**config.mk**
```make
export PLATFORM = sky130hd
export DESIGN_NAME = binary_step_counter_4_bits
export DESIGN_NICKNAME = d
export VERILOG_FILES = /design/src/rtl/binary_step_counter_4_bits.sv
export SDC_FILE = /design/constraint.sdc
export NUM_CORES = 1
export LEC_CHECK = 0
export ABC_AREA = 1
export BUFFER_PORTS_ARGS = -buffer_cell sky130_fd_sc_hd__buf_4
export CORE_ASPECT_RATIO = 1.1
export CORE_MARGIN = 1.5
export CORE_UTILIZATION = 33
export CTS_CLUSTER_DIAMETER = 80
export DETAILED_ROUTE_END_ITERATION = 10
export GPL_ROUTABILITY_DRIVEN = 0
export SLEW_MARGIN = 30
export SYNTH_ARGS = -nofsm -noshare
export SYNTH_HDL_FRONTEND = slang
export SYNTH_SLANG_ARGS = --single-unit
```
**constraint.sdc**
```tcl
create_clock -name Clock -period 3.7 [get_ports Clock]
set_input_delay 0.74 -clock Clock [delete_from_list [all_inputs] [get_ports Clock]]
set_output_delay 0.74 -clock Clock [all_outputs]
set_load 0.01 [all_outputs]
```
**src/rtl/binary_step_counter_4_bits.sv**
```systemverilog
// 4-bit up/down counter feeding the binary-to-BCD display stage.
// Q advances on a prescaled tick or on a synchronized pushbutton edge; Load and Reset override both.
module binary_step_counter_4_bits #(
  parameter int DIV   = 50000000,
  parameter int DIV_W = 26
) (
  input  logic       Clock,
  input  logic       Reset,
  input  logic       En,
  input  logic       Up,
  input  logic       Load,
  input  logic [3:0] D,
  input  logic       Step,
  output logic [3:0] Q,
  output logic       Wrap,
  output logic       Tick
);

  localparam logic [DIV_W-1:0] P_LAST = DIV_W'(DIV - 1);

  logic [DIV_W-1:0] p_q, p_d;
  logic [3:0]       q_q, q_d;
  logic             wrap_q, wrap_d;
  logic             tick_q, tick_d;
  logic             s1_q, s2_q, s3_q;
  logic             tk, st, adv;

  // s1/s2 resolve metastability on the raw button; s3 delays s2 so a held press yields one edge.
  assign st  = s2_q & ~s3_q;
  assign tk  = En && (p_q == P_LAST);
  assign adv = tk | st;

  // NOTE: every always_comb output gets a default first so no path through the
  // if/else leaves it unassigned, which would infer a latch.
  always_comb begin
    p_d    = p_q;
    q_d    = q_q;
    wrap_d = 1'b0;
    tick_d = 1'b0;
    if (Load) begin
      q_d = D;
      p_d = '0;
    end else begin
      // Disabling clears the prescaler so re-enabling always starts a full period.
      if (!En || tk) p_d = '0;
      else           p_d = p_q + 1'b1;
      tick_d = tk;
      if (adv) begin
        if (Up) begin
          q_d    = q_q + 4'd1;
          wrap_d = (q_q == 4'd15);
        end else begin
          q_d    = q_q - 4'd1;
          wrap_d = (q_q == 4'd0);
        end
      end
    end
  end

  // NOTE: sequential state uses non-blocking assignments so every flop samples
  // the pre-edge values of the others, independent of statement order.
  always_ff @(posedge Clock) begin
    if (Reset) begin
      p_q    <= '0;
      q_q    <= '0;
      wrap_q <= 1'b0;
      tick_q <= 1'b0;
      // Reset high on the synchronizer means a button held through reset is not a new press.
      s1_q   <= 1'b1;
      s2_q   <= 1'b1;
      s3_q   <= 1'b1;
    end else begin
      p_q    <= p_d;
      q_q    <= q_d;
      wrap_q <= wrap_d;
      tick_q <= tick_d;
      s1_q   <= Step;
      s2_q   <= s1_q;
      s3_q   <= s2_q;
    end
  end

  assign Q    = q_q;
  assign Wrap = wrap_q;
  assign Tick = tick_q;

endmodule

```
==> results of run 1 <==
-- power breakdown --
part           leakage (nW)  switching [mW]  internal [mW]  total [mW]
logic                 0.443          0.0276         0.0248      0.0525
registers             0.283         0.00697          0.382       0.389
clock network        0.0422           0.136          0.132       0.268
total                 0.768           0.170          0.539       0.710
-- path summary, 6_finish.rpt --
| kind | endpoint | start |
|---|---|---|
| max | p_q[22]$_SDFF_PP0_ | p_q[0]$_SDFF_PP0_ |
| min | s2_q$_SDFF_PP1_ | s1_q$_SDFF_PP1_ |
| max reg2reg | p_q[22]$_SDFF_PP0_ | p_q[0]$_SDFF_PP0_ |
| min reg2reg | s2_q$_SDFF_PP1_ | s1_q$_SDFF_PP1_ |
-- Yosys cell counts, drive strengths merged --
library cell | number | area [sq um]
nand2 | 70 | 275
inv | 29 | 111
or2 | 7 | 43.8
o41ai | 1 | 8.76
xnor2 | 5 | 43.8
nand4 | 8 | 50.1
nor2 | 52 | 225
nor4 | 1 | 6.26
xor2 | 6 | 52.6
nor3b | 1 | 7.51
nand3b | 2 | 15.0
fa | 1 | 20.0
ha | 3 | 37.5
nand3 | 18 | 115
mux2i | 1 | 10.0
buf | 4 | 38.8
a31oi | 1 | 6.26
a21oi | 16 | 83.8
dfxtp | 35 | 701
nor3 | 10 | 50.1
o21ai | 4 | 20.0
and3 | 2 | 12.5
-- routing by layer --
metal | share of wire (%) | vias up | global-route usage (%)
met5 | 0 | - | 0
met4 | 1.5 | 0 | 6.90
met3 | 4.8 | 6 | 4.07
met2 | 47 | 40 | 24.9
met1 | 47 | 782 | 17.9
li1 | - | 925 | -
-- per-stage QoR --
step                util (%)  instance area (sq um)
finish                  38.4                   2190
global route            38.4                   2190
CTS                     38.4                   2190
detailed placement      36.9                   2100
global placement        36.9                   2100
floorplan                  -                   1930
-- cells by family after synthesis --
family	after synthesis
AND/OR/NAND/NOR	171
flip-flops	35
buffers and inverters	33
AO/OA/AOI/OAI	22
XOR/XNOR	11
adder cells (fa/ha/maj)	4
multiplexers	1
-- final cells by class --
cell class | instances | share of cell area (%)
clock inverters | 1 | 0.229
repair buffers | 15 | 5.15
multi-input cells | 209 | 49.6
inverters | 29 | 5.09
clock buffers | 7 | 3.49
flip-flops and latches | 35 | 32.1
well taps | 77 | 4.41
-- sequential cells by signal, indices dropped and copies added (netlist names) --
register / count
Q: 4
Tick: 1
Wrap: 1
p_q: 26
s1_q: 1
s2_q: 1
s3_q: 1
-- critical path, stage by stage, from the launching register on --
cell	delay, ps
dfxtp_1	350
ha_1	230
nand2_2	100
nor2_4	210
nand2_1	100
nor2_2	100
nand3_2	130
nand2_4	270
a21oi_1	70
==> summary.md, run 1 <==
| Metric | Value |
|---|---|
| Critical path arrival | between 1500 and 2000 ps |
| Resized Gates After CTS | 0 |
| Req. time, crit path | ~3900 ps |
| Htree depth | 2 |
| Post-synthesis area per instance | approximately 7 sq um |
| Seq/Total Area, Yosys | about 36% |
| Hold_buf cts | 0 |
| Most frequent cells in the layout | nand2_1, nor2_1, dfxtp_1 |
| FF+latch area | around 700 sq um |
| DR DRC count | 0 |
| Simple-Gate Fraction of Synth Area | between 40% and 50% |
| Die H | 83.3 um |
| Ant diodes | 0 |
| Endpoints failing setup | 0 |
| Post-Syn Nets | 291 |
| Routed length per placed instance | around 11 um |
| Width of the die | approximately 76 um |
| CP Class | register to register |
| Max Freq | approximately 590 MHz |
| Worst setup margin | between 1500 and 2000 ps |
| DP HPWL | roughly 3.3 mm |
| Relative slew slack | 75.0% |
| CTS clk-pin slew, worst paths | approximately 70 ps |
| Routed wire length | between 4 and 5 mm |
| Maxcap violations | 0 |
| Worst setup SP type | register |
| Syn Inst Count | approximately 280 |
| Yosys warns | 0 |
| Cell variety after synth | 34 |
| Clk root buf | clkbuf_8 |
| Via count | between 1500 and 2000 |
| Initial antenna violation count | 0 |
| Synth Area in Adders | 2.98% |
| R2R Setup Slk | roughly 2000 ps |
| Total CTS buffers | 5 |
| Detailed Route Iter0 Violations | 90 |
| Via density | 4.70 |
| Die area | 0.00633 sq mm |
| # nets final | between 300 and 400 |
| Clk sinks | 35 |
| Crit share post-route | a little under half |
| Peak supply drop | between 0.0001 and 0.00015 V |
| First-pass GRT wire length | 7.75 mm |
| Fraction of layout cells with a size suffix above 1 | between 15 and 20% |
| Core footprint | around 0.0057 sq mm |
| Cell count after placement | roughly 370 |
| Synth Area in Compound Gates | approximately 6% |
| Initial Util | about 34% |
| Post CTS Setup Buffer Count | 0 |
| Overall Power | ~0.71 mW |
| GRT overflow | 0 |
| Vias in the first global route | between 1500 and 2000 |
| Routed Antenna Nets | 0 |
| Maximum root-to-sink buffer count | 2 |
| Clock Latency Late Sink | 290 ps |
| Worst min path class | register to register |
| Crit end category | register |
| Cell area after synthesis | 0.00193 sq mm |
| Endpoints failing hold | 0 |
| Port bufs | 15 |
| Worst-case clock skew | roughly 11 ps |
| Synth-to-Final Area Change | 13.0% |
| Final setup TNS | 0 ps |
| Slew Viols, Final | 0 |
| Cell leakage power | ~0.77 nW |
| Worst hold path depth | 1 |
| Commonest non-fill, non-tap cell in the layout | nand2_1 |
| RSZ-0062 raised after global routing | false |
| Post-Synth XOR/XNOR Area | 4.98% |
| Power Dens Cells | 325 mW/mm^2 |
| TritonCTS clock tree | yes |
| I/O pin total | 16 |
| Tightest Pin Transition | between 300 and 400 ps |
| DRT Pass-1 Iters | 4 |
| Post-Layout Cell Count | around 370 |
| Multi-input gate area | 0.00108 sq mm |
| Largest net degree at the start of global routing | 26 |
| # fillers | 621 |
| CP max FO | 25 |
| Synthesized flop and latch total | 35 |
| Final Critical Period | approximately 1700 ps |
| Status | complete, no violations |
| Largest family of logic cells by synthesized area | simple AND/OR/NAND/NOR gates |
| Std-Cell Rows | 29 |
| Mux share of post-synthesis cell area | less than 1% |
| Worst r2r path cells | 8 |
| Total track usage | between 10% and 20% |
| Final hold slack | about 410 ps |
| Pre-CTS setup slack | 1750 ps |
No activity file was read; power rests on OpenSTA's default activity.
==> inputs of run 2 (changes only) <==
clock period = 1.55 ns   (was 3.7 ns; I/O delays follow)
==> run 2 against run 1 <==
The run now ends with setup timing left. Clock power grew to 3.2 times the previous value. Hold slack worse by 200 ps. Critical path type unchanged. Critical endpoint is now p_q[19]$_SDFF_PP0_. Design area rose by 10%. Highest routed layer unchanged.
==> summary.md, run 2 (same netlist as run 1, synthesis figures left out) <==
| Metric | Value |
|---|---|
| GRT overflow | 0 (unchanged) |
| Delay-heaviest family, CP | simple AND/OR/NAND/NOR gates |
| Via count | 1826 (+4.2%) |
| Worst min path class | primary input to register |
| DR DRC count | 0 (unchanged) |
| CP Class | register to register |
| Crit end category | register |
| Switching share of power | 22.3% (-1.7 points) |
| Largest net degree at the start of global routing | 26 (unchanged) |
| Power Dens Cells | 802 mW/mm^2 (+150%) |
| DP HPWL | 3.46 mm (+5.6%) |
| Min-delay src | Step |
| RSZ-0062 raised after global routing | true |
| Vias in the first global route | 1774 (+2.0%) |
| Most frequent cells in the layout | nand2_1, nor2_1, dfxtp_1 |
| Die area | 0.00633 sq mm (unchanged) |
| Detailed Route Iter0 Violations | 89 (-1.1%) |
| Final setup TNS | -12.8 ps (-12.8 ps) |
| Pre-CTS setup slack | -19.0 ps (-1770 ps) |
| Worst setup margin | -12.8 ps (-2010 ps) |
| Start of the worst register-to-register path | p_q[1]$_SDFF_PP0_ |
| Tightest Pin Transition | 811 ps (+439 ps) |
| Final Critical Period | 1560 ps (-143 ps) |
| Via density | 4.74 (+0.92%) |
| P_sw | 0.432 mW (+150%) |
| Clk root buf | clkbuf_8 |
| Critical path arrival | 1740 ps (-130 ps) |
| Clk sinks | 35 (unchanged) |
| CP max stage delay | 360 ps (about the same) |
| Routed length per placed instance | 12.3 um (+8.3%) |
| Reg power frac | 47.9% (-6.9 points) |
| Crit share post-route | 101% (+55 points) |
| Std-Cell Rows | 29 (unchanged) |
| DRT Pass-1 Iters | 4 (unchanged) |
| Multi-input gate area | 0.00118 sq mm (+8.8%) |
| Cell leakage power | 0.872 nW (+13%) |
| Initial Util | 34.0% (unchanged) |
| Die H | 83.3 um (unchanged) |
| Combinational fraction of design power | 7.5% (about the same) |
| Biggest register | p_q |
| Core Util, Final | 42.3% (+3.9 points) |
| Slew Viols, Final | 0 (unchanged) |
| Worst-case clock skew | 6.25 ps (-4.80 ps) |
| Routed Antenna Nets | 0 (unchanged) |
| Htree depth | 2 (unchanged) |
| Port bufs | 15 (unchanged) |
| Failing checks | setup timing |
| Critical path origin | p_q[1]$_SDFF_PP0_ |
| Critical path buffers and inverters | 1 (+1) |
| TritonCTS clock tree | yes |
| Width of the die | 76 um (unchanged) |
| Maxcap violations | 0 (unchanged) |
| Endpoints failing hold | 0 (unchanged) |
| Slowest-stage cell, CP | dfxtp_2 |
| # fillers | 595 (-4.2%) |
| Req. time, crit path | 1730 ps (-2130 ps) |
| Final instance area | 0.00241 sq mm (+10%) |
| Commonest non-fill, non-tap cell in the layout | nand2_1 |
| Endpoints failing setup | 1 (+1) |
| Overall Power | 1.93 mW (+170%) |
| Ant diodes | 0 (unchanged) |
| Fraction of layout cells with a size suffix above 1 | 23.4% (+8.2 points) |
| CP max FO | 6 (-76%) |
| Largest register FFs | 26 (unchanged) |
| Initial antenna violation count | 0 (unchanged) |
| Placed Instance Area | 0.00218 sq mm (+3.6%) |
| Total track usage | 15.2% (+0.27 points) |
| Synth-to-Final Area Change | 24.6% |
| Max Freq | 640 MHz (+9.2%) |
| Total CTS buffers | 5 (unchanged) |
| Int Pwr | 1.50 mW (+180%) |
| Clock share of power | 44.6% (+6.8 points) |
| Worst setup SP type | register |
| # nets final | 321 (+3.9%) |
| Clock Latency Late Sink | 280 ps (about the same) |
| Relative slew slack | 45.7% (-29 points) |
| Crit path cell chain | ha_4 -> nand2_4 -> nor2_4 -> nand2_1 -> nor2_2 -> nand3_4 -> buf_6 -> nand3_2 -> nor2_1 |
| First-pass GRT wire length | 7.82 mm (+0.98%) |
| I/O pin total | 16 (unchanged) |
| Peak supply drop | 0.000482 V (+310%) |
| FF+latch area | 707 sq um (+0.89%) |
| CTS clk-pin slew, worst paths | 80 ps (about the same) |
| Routed wire length | 4.75 mm (+12%) |
| Maximum root-to-sink buffer count | 2 (unchanged) |
| Status | complete, but fails checks |
| Core footprint | 0.00570 sq mm (unchanged) |
==> run 2: cell types whose count changed in the layout (fill, tap and decap cells not counted), sizes merged <==
cell,delta
buf,+11
bufinv,+1
clkbuf,-1
nand2,+1
==> run 2: power by group through the flow <==
stage               combinational, mW  sequential (mW)  clock, mW
global route                    0.165            0.928      0.912
finish                          0.145            0.927      0.861
floorplan                      0.0776            0.949          0
CTS                             0.137            0.926      0.875
global placement                0.132            0.947          0
detailed placement              0.134            0.947          0
==> run 2: per-layer routing <==
metal | part of all wire, % | vias up | wire [um] | track usage (%)
met3 | 3.3 | 10 | 157 | 3.41
met4 | 2.0 | 0 | 96 | 5.89
met2 | 49 | 36 | 2310 | 26.4
met5 | 0 | - | 0 | 0
met1 | 46 | 834 | 2190 | 18.3
li1 | - | 946 | - | -
==> run 2: cell type report <==
type | instances | area share [%]
Clock buffer | 6 | 3.43
Clock inverter | 2 | 1.45
Inverter | 29 | 4.62
Multi-Input combinational cell | 210 | 48.9
Sequential cell | 35 | 29.3
Tap cell | 77 | 4.00
Timing Repair Buffer | 26 | 8.26
==> run 2: worst paths after layout <==
kind | endpoint | slack (ps) | cells past startpoint
max reg2reg | p_q[19]$_SDFF_PP0_ | -10 | 9
max | p_q[19]$_SDFF_PP0_ | -10 | 9
min reg2reg | s2_q$_SDFF_PP1_ | 410 | 1
min | s1_q$_SDFF_PP1_ | 210 | 2
==> run 2: stage by stage <==
step | hold slack [ps] | std cells
finish | 213 | 385
detailed placement | 396 | 375
CTS | 205 | 383
floorplan | 379 | 277
global placement | 396 | 375
global route | 206 | 385
==> run 2: what timing repair did <==
action	CTS	global route
resized for setup	1	20
pin swaps	0	6
hold endpoints to repair	0	0
buffers inserted	0	1
hold buffers	0	0
setup endpoints to repair	21	31
gates cloned	0	1
==> inputs of run 3 (changes only) <==
CTS_BUF_LIST = sky130_fd_sc_hd__clkbuf_4   (was default)
==> run 3 against run 2 <==
The run now ends clean. Wire length is 2.2% higher. Critical path depth stayed put. Utilization is 0.59 points higher. Hold slack worse by 58 ps. Largest power group unchanged.
==> summary.md, run 3 (same netlist as run 1, synthesis figures left out) <==
| Metric | Value |
|---|---|
| Status | complete, no violations |
| Core footprint | 0.00570 sq mm (unchanged) |
| Via count | 1877 (+2.8%) |
| Crit end category | register |
| Width of the die | 76 um (unchanged) |
| CP Class | register to register |
| Slowest-stage cell, CP | dfxtp_2 |
| Routed length per placed instance | 12.5 um (+1.7%) |
| Crit path cell chain | ha_4 -> nand2_4 -> nor2_4 -> nand2_1 -> nor2_2 -> nand3_4 -> buf_6 -> nand3_2 -> nor2_1 |
| Routed wire length | 4.86 mm (+2.2%) |
| CP max FO | 6 (unchanged) |
| RR Endpoint | p_q[19]$_SDFF_PP0_ |
| Initial antenna violation count | 0 (unchanged) |
| Hold_buf cts | 0 (unchanged) |
| Start of the worst register-to-register path | p_q[1]$_SDFF_PP0_ |
| Multi-input gate area | 0.00124 sq mm (+5.4%) |
| Worst setup SP type | register |
| # nets final | 323 (+0.62%) |
| CTS clk-pin slew, worst paths | 120 ps (+40 ps) |
| Pre-CTS setup slack | -19.0 ps (unchanged) |
| Commonest non-fill, non-tap cell in the layout | nand2_1 |
| Delay-heaviest family, CP | simple AND/OR/NAND/NOR gates |
| Final Critical Period | 1520 ps (-46.1 ps) |
| Routed Antenna Nets | 0 (unchanged) |
| DR DRC count | 0 (unchanged) |
| Req. time, crit path | 1800 ps (+70 ps) |
| RSZ-0062 raised after global routing | true |
| Die H | 83.3 um (unchanged) |
| Worst setup margin | 33.3 ps (+46.1 ps) |
| Biggest register | p_q |
| Crit share post-route | 97.9% (-3.0 points) |
| CP max stage delay | 370 ps (about the same) |
| Synth-to-Final Area Change | 26.3% |
| GRT overflow | 0 (unchanged) |
| Clk sinks | 35 (unchanged) |
| Die area | 0.00633 sq mm (unchanged) |
| Final instance area | 0.00244 sq mm (+1.4%) |
| Max Freq | 659 MHz (+3.0%) |
| Critical path origin | p_q[1]$_SDFF_PP0_ |
| FF+latch area | 711 sq um (+0.53%) |
| # fillers | 590 (-0.84%) |
| Detailed Route Iter0 Violations | 97 (+9.0%) |
| CP Depth | 9 (unchanged) |
| Slew Viols, Final | 0 (unchanged) |
| Htree depth | 2 (unchanged) |
| I/O pin total | 16 (unchanged) |
| Fraction of layout cells with a size suffix above 1 | 28.1% (+4.7 points) |
| Core Util, Final | 42.9% (+0.59 points) |
| Total track usage | 15.3% (+0.069 points) |
| Worst r2r path cells | 9 (unchanged) |
| Placed Instance Area | 0.00218 sq mm (unchanged) |
| Largest net degree at the start of global routing | 26 (unchanged) |
| Total CTS buffers | 5 (unchanged) |
| Maximum root-to-sink buffer count | 2 (unchanged) |
| R2R Setup Slk | 30 ps (+50 ps) |
| Std-Cell Rows | 29 (unchanged) |
| Tightest Pin Transition | 636 ps (-175 ps) |
| Peak supply drop | 0.000331 V (-31%) |
| Worst setup endpoint | p_q[19]$_SDFF_PP0_ |
| Cell leakage power | 0.861 nW (-1.2%) |
| Endpoints failing hold | 0 (unchanged) |
| Relative slew slack | 57.6% (+12 points) |
| Port bufs | 15 (unchanged) |
| Worst-case clock skew | 12.5 ps (+6.21 ps) |
| Via density | 4.85 (+2.3%) |
| Worst min path class | primary input to register |
| Power Dens Cells | 711 mW/mm^2 (-11%) |
| Largest register FFs | 26 (unchanged) |
| DP HPWL | 3.46 mm (unchanged) |
| TritonCTS clock tree | yes |
| Clk root buf | clkbuf_4 |
| DRT Pass-1 Iters | 5 (+1) |
| Endpoints failing setup | 0 (-1) |
| Initial Util | 34.0% (unchanged) |
| Ant diodes | 0 (unchanged) |
| Critical path buffers and inverters | 1 (unchanged) |
| Maxcap violations | 0 (unchanged) |
| First-pass GRT wire length | 7.83 mm (about the same) |
| Vias in the first global route | 1762 (-0.68%) |
| Most frequent cells in the layout | nand2_1, nor2_1, dfxtp_1, inv_1, buf_4 |
| Critical path arrival | 1770 ps (+30 ps) |
| Clock Latency Late Sink | 340 ps (+60 ps) |
-- run 3: cell count changes in the layout (fill, tap and decap cells not counted), moves of 3 or more --
| cell | delta |
|---|---|
| clkbuf_4 | +5 |
| dfxtp_1 | -3 |
| dfxtp_2 | +3 |
| nor2_1 | -8 |
| nor2_2 | +4 |
| clkbuf_8 | -6 |
| nor2_4 | +4 |
-- run 3: stage by stage --
stage / instances / total power [mW] / setup TNS [ps] / hold slack, ps
4_1_cts: 383 / 1.73 / 0 / 143
3_3_place_gp: 375 / 1.08 / 0 / 396
3_5_place_dp: 375 / 1.08 / -78.6 / 396
6_report: 387 / 1.74 / 0 / 155
5_1_grt: 387 / 1.80 / -357 / 140
2_1_floorplan: 277 / 1.03 / 0 / 379
-- run 3: area by class of cell --
type                    instances  area share, %
clock buffers                   5           1.54
clock inverters                 3           1.59
inverters                      29           4.56
multi-input cells             211           50.8
flip-flops and latches         35           29.1
well taps                      77           3.94
repair buffers                 27           8.45
-- run 3: what timing repair did --
action / 4_1_cts / 5_1_grt
buffers inserted: 0 / 2
gates resized for setup: 2 / 38
pin swaps: 0 / 11
setup endpoints to repair: 24 / 31
gates cloned: 0 / 2
-- run 3: how the worst min path moves through the flow --
stage                                from                 to  slack [ps]  cells past startpoint
after global routing                 Step    s1_q$_SDFF_PP1_         140                      2
after detailed placement  s1_q$_SDFF_PP1_    s2_q$_SDFF_PP1_         400                      1
after floorplan                     Reset  Q[0]$_SDFFE_PP0P_         380                      1
final                                Step    s1_q$_SDFF_PP1_         160                      2
after global placement    s1_q$_SDFF_PP1_    s2_q$_SDFF_PP1_         400                      1
after CTS                            Step    s1_q$_SDFF_PP1_         140                      2
-- run 3: power breakdown --
group          internal (mW)  switching (mW)  leakage [nW]
logic                 0.0699          0.0799         0.531
registers              0.912          0.0146         0.287
clock network          0.332           0.328        0.0426
total                   1.31           0.423         0.861
-- run 3: metal layers --
layer	track usage, %	part of all wire [%]
met1	18.3	43
met2	26.5	48
met3	3.74	6.3
met4	5.39	2.5
met5	0	0
-- run 3: worst register-to-register path, cell delays in order, from the launching register on --
cell and delay, ps:
dfxtp_2 370, ha_4 150, nand2_4 50, nor2_4 160, nand2_1 90, nor2_2 150, nand3_4 180, buf_6 180
nand3_2 60, nor2_1 40
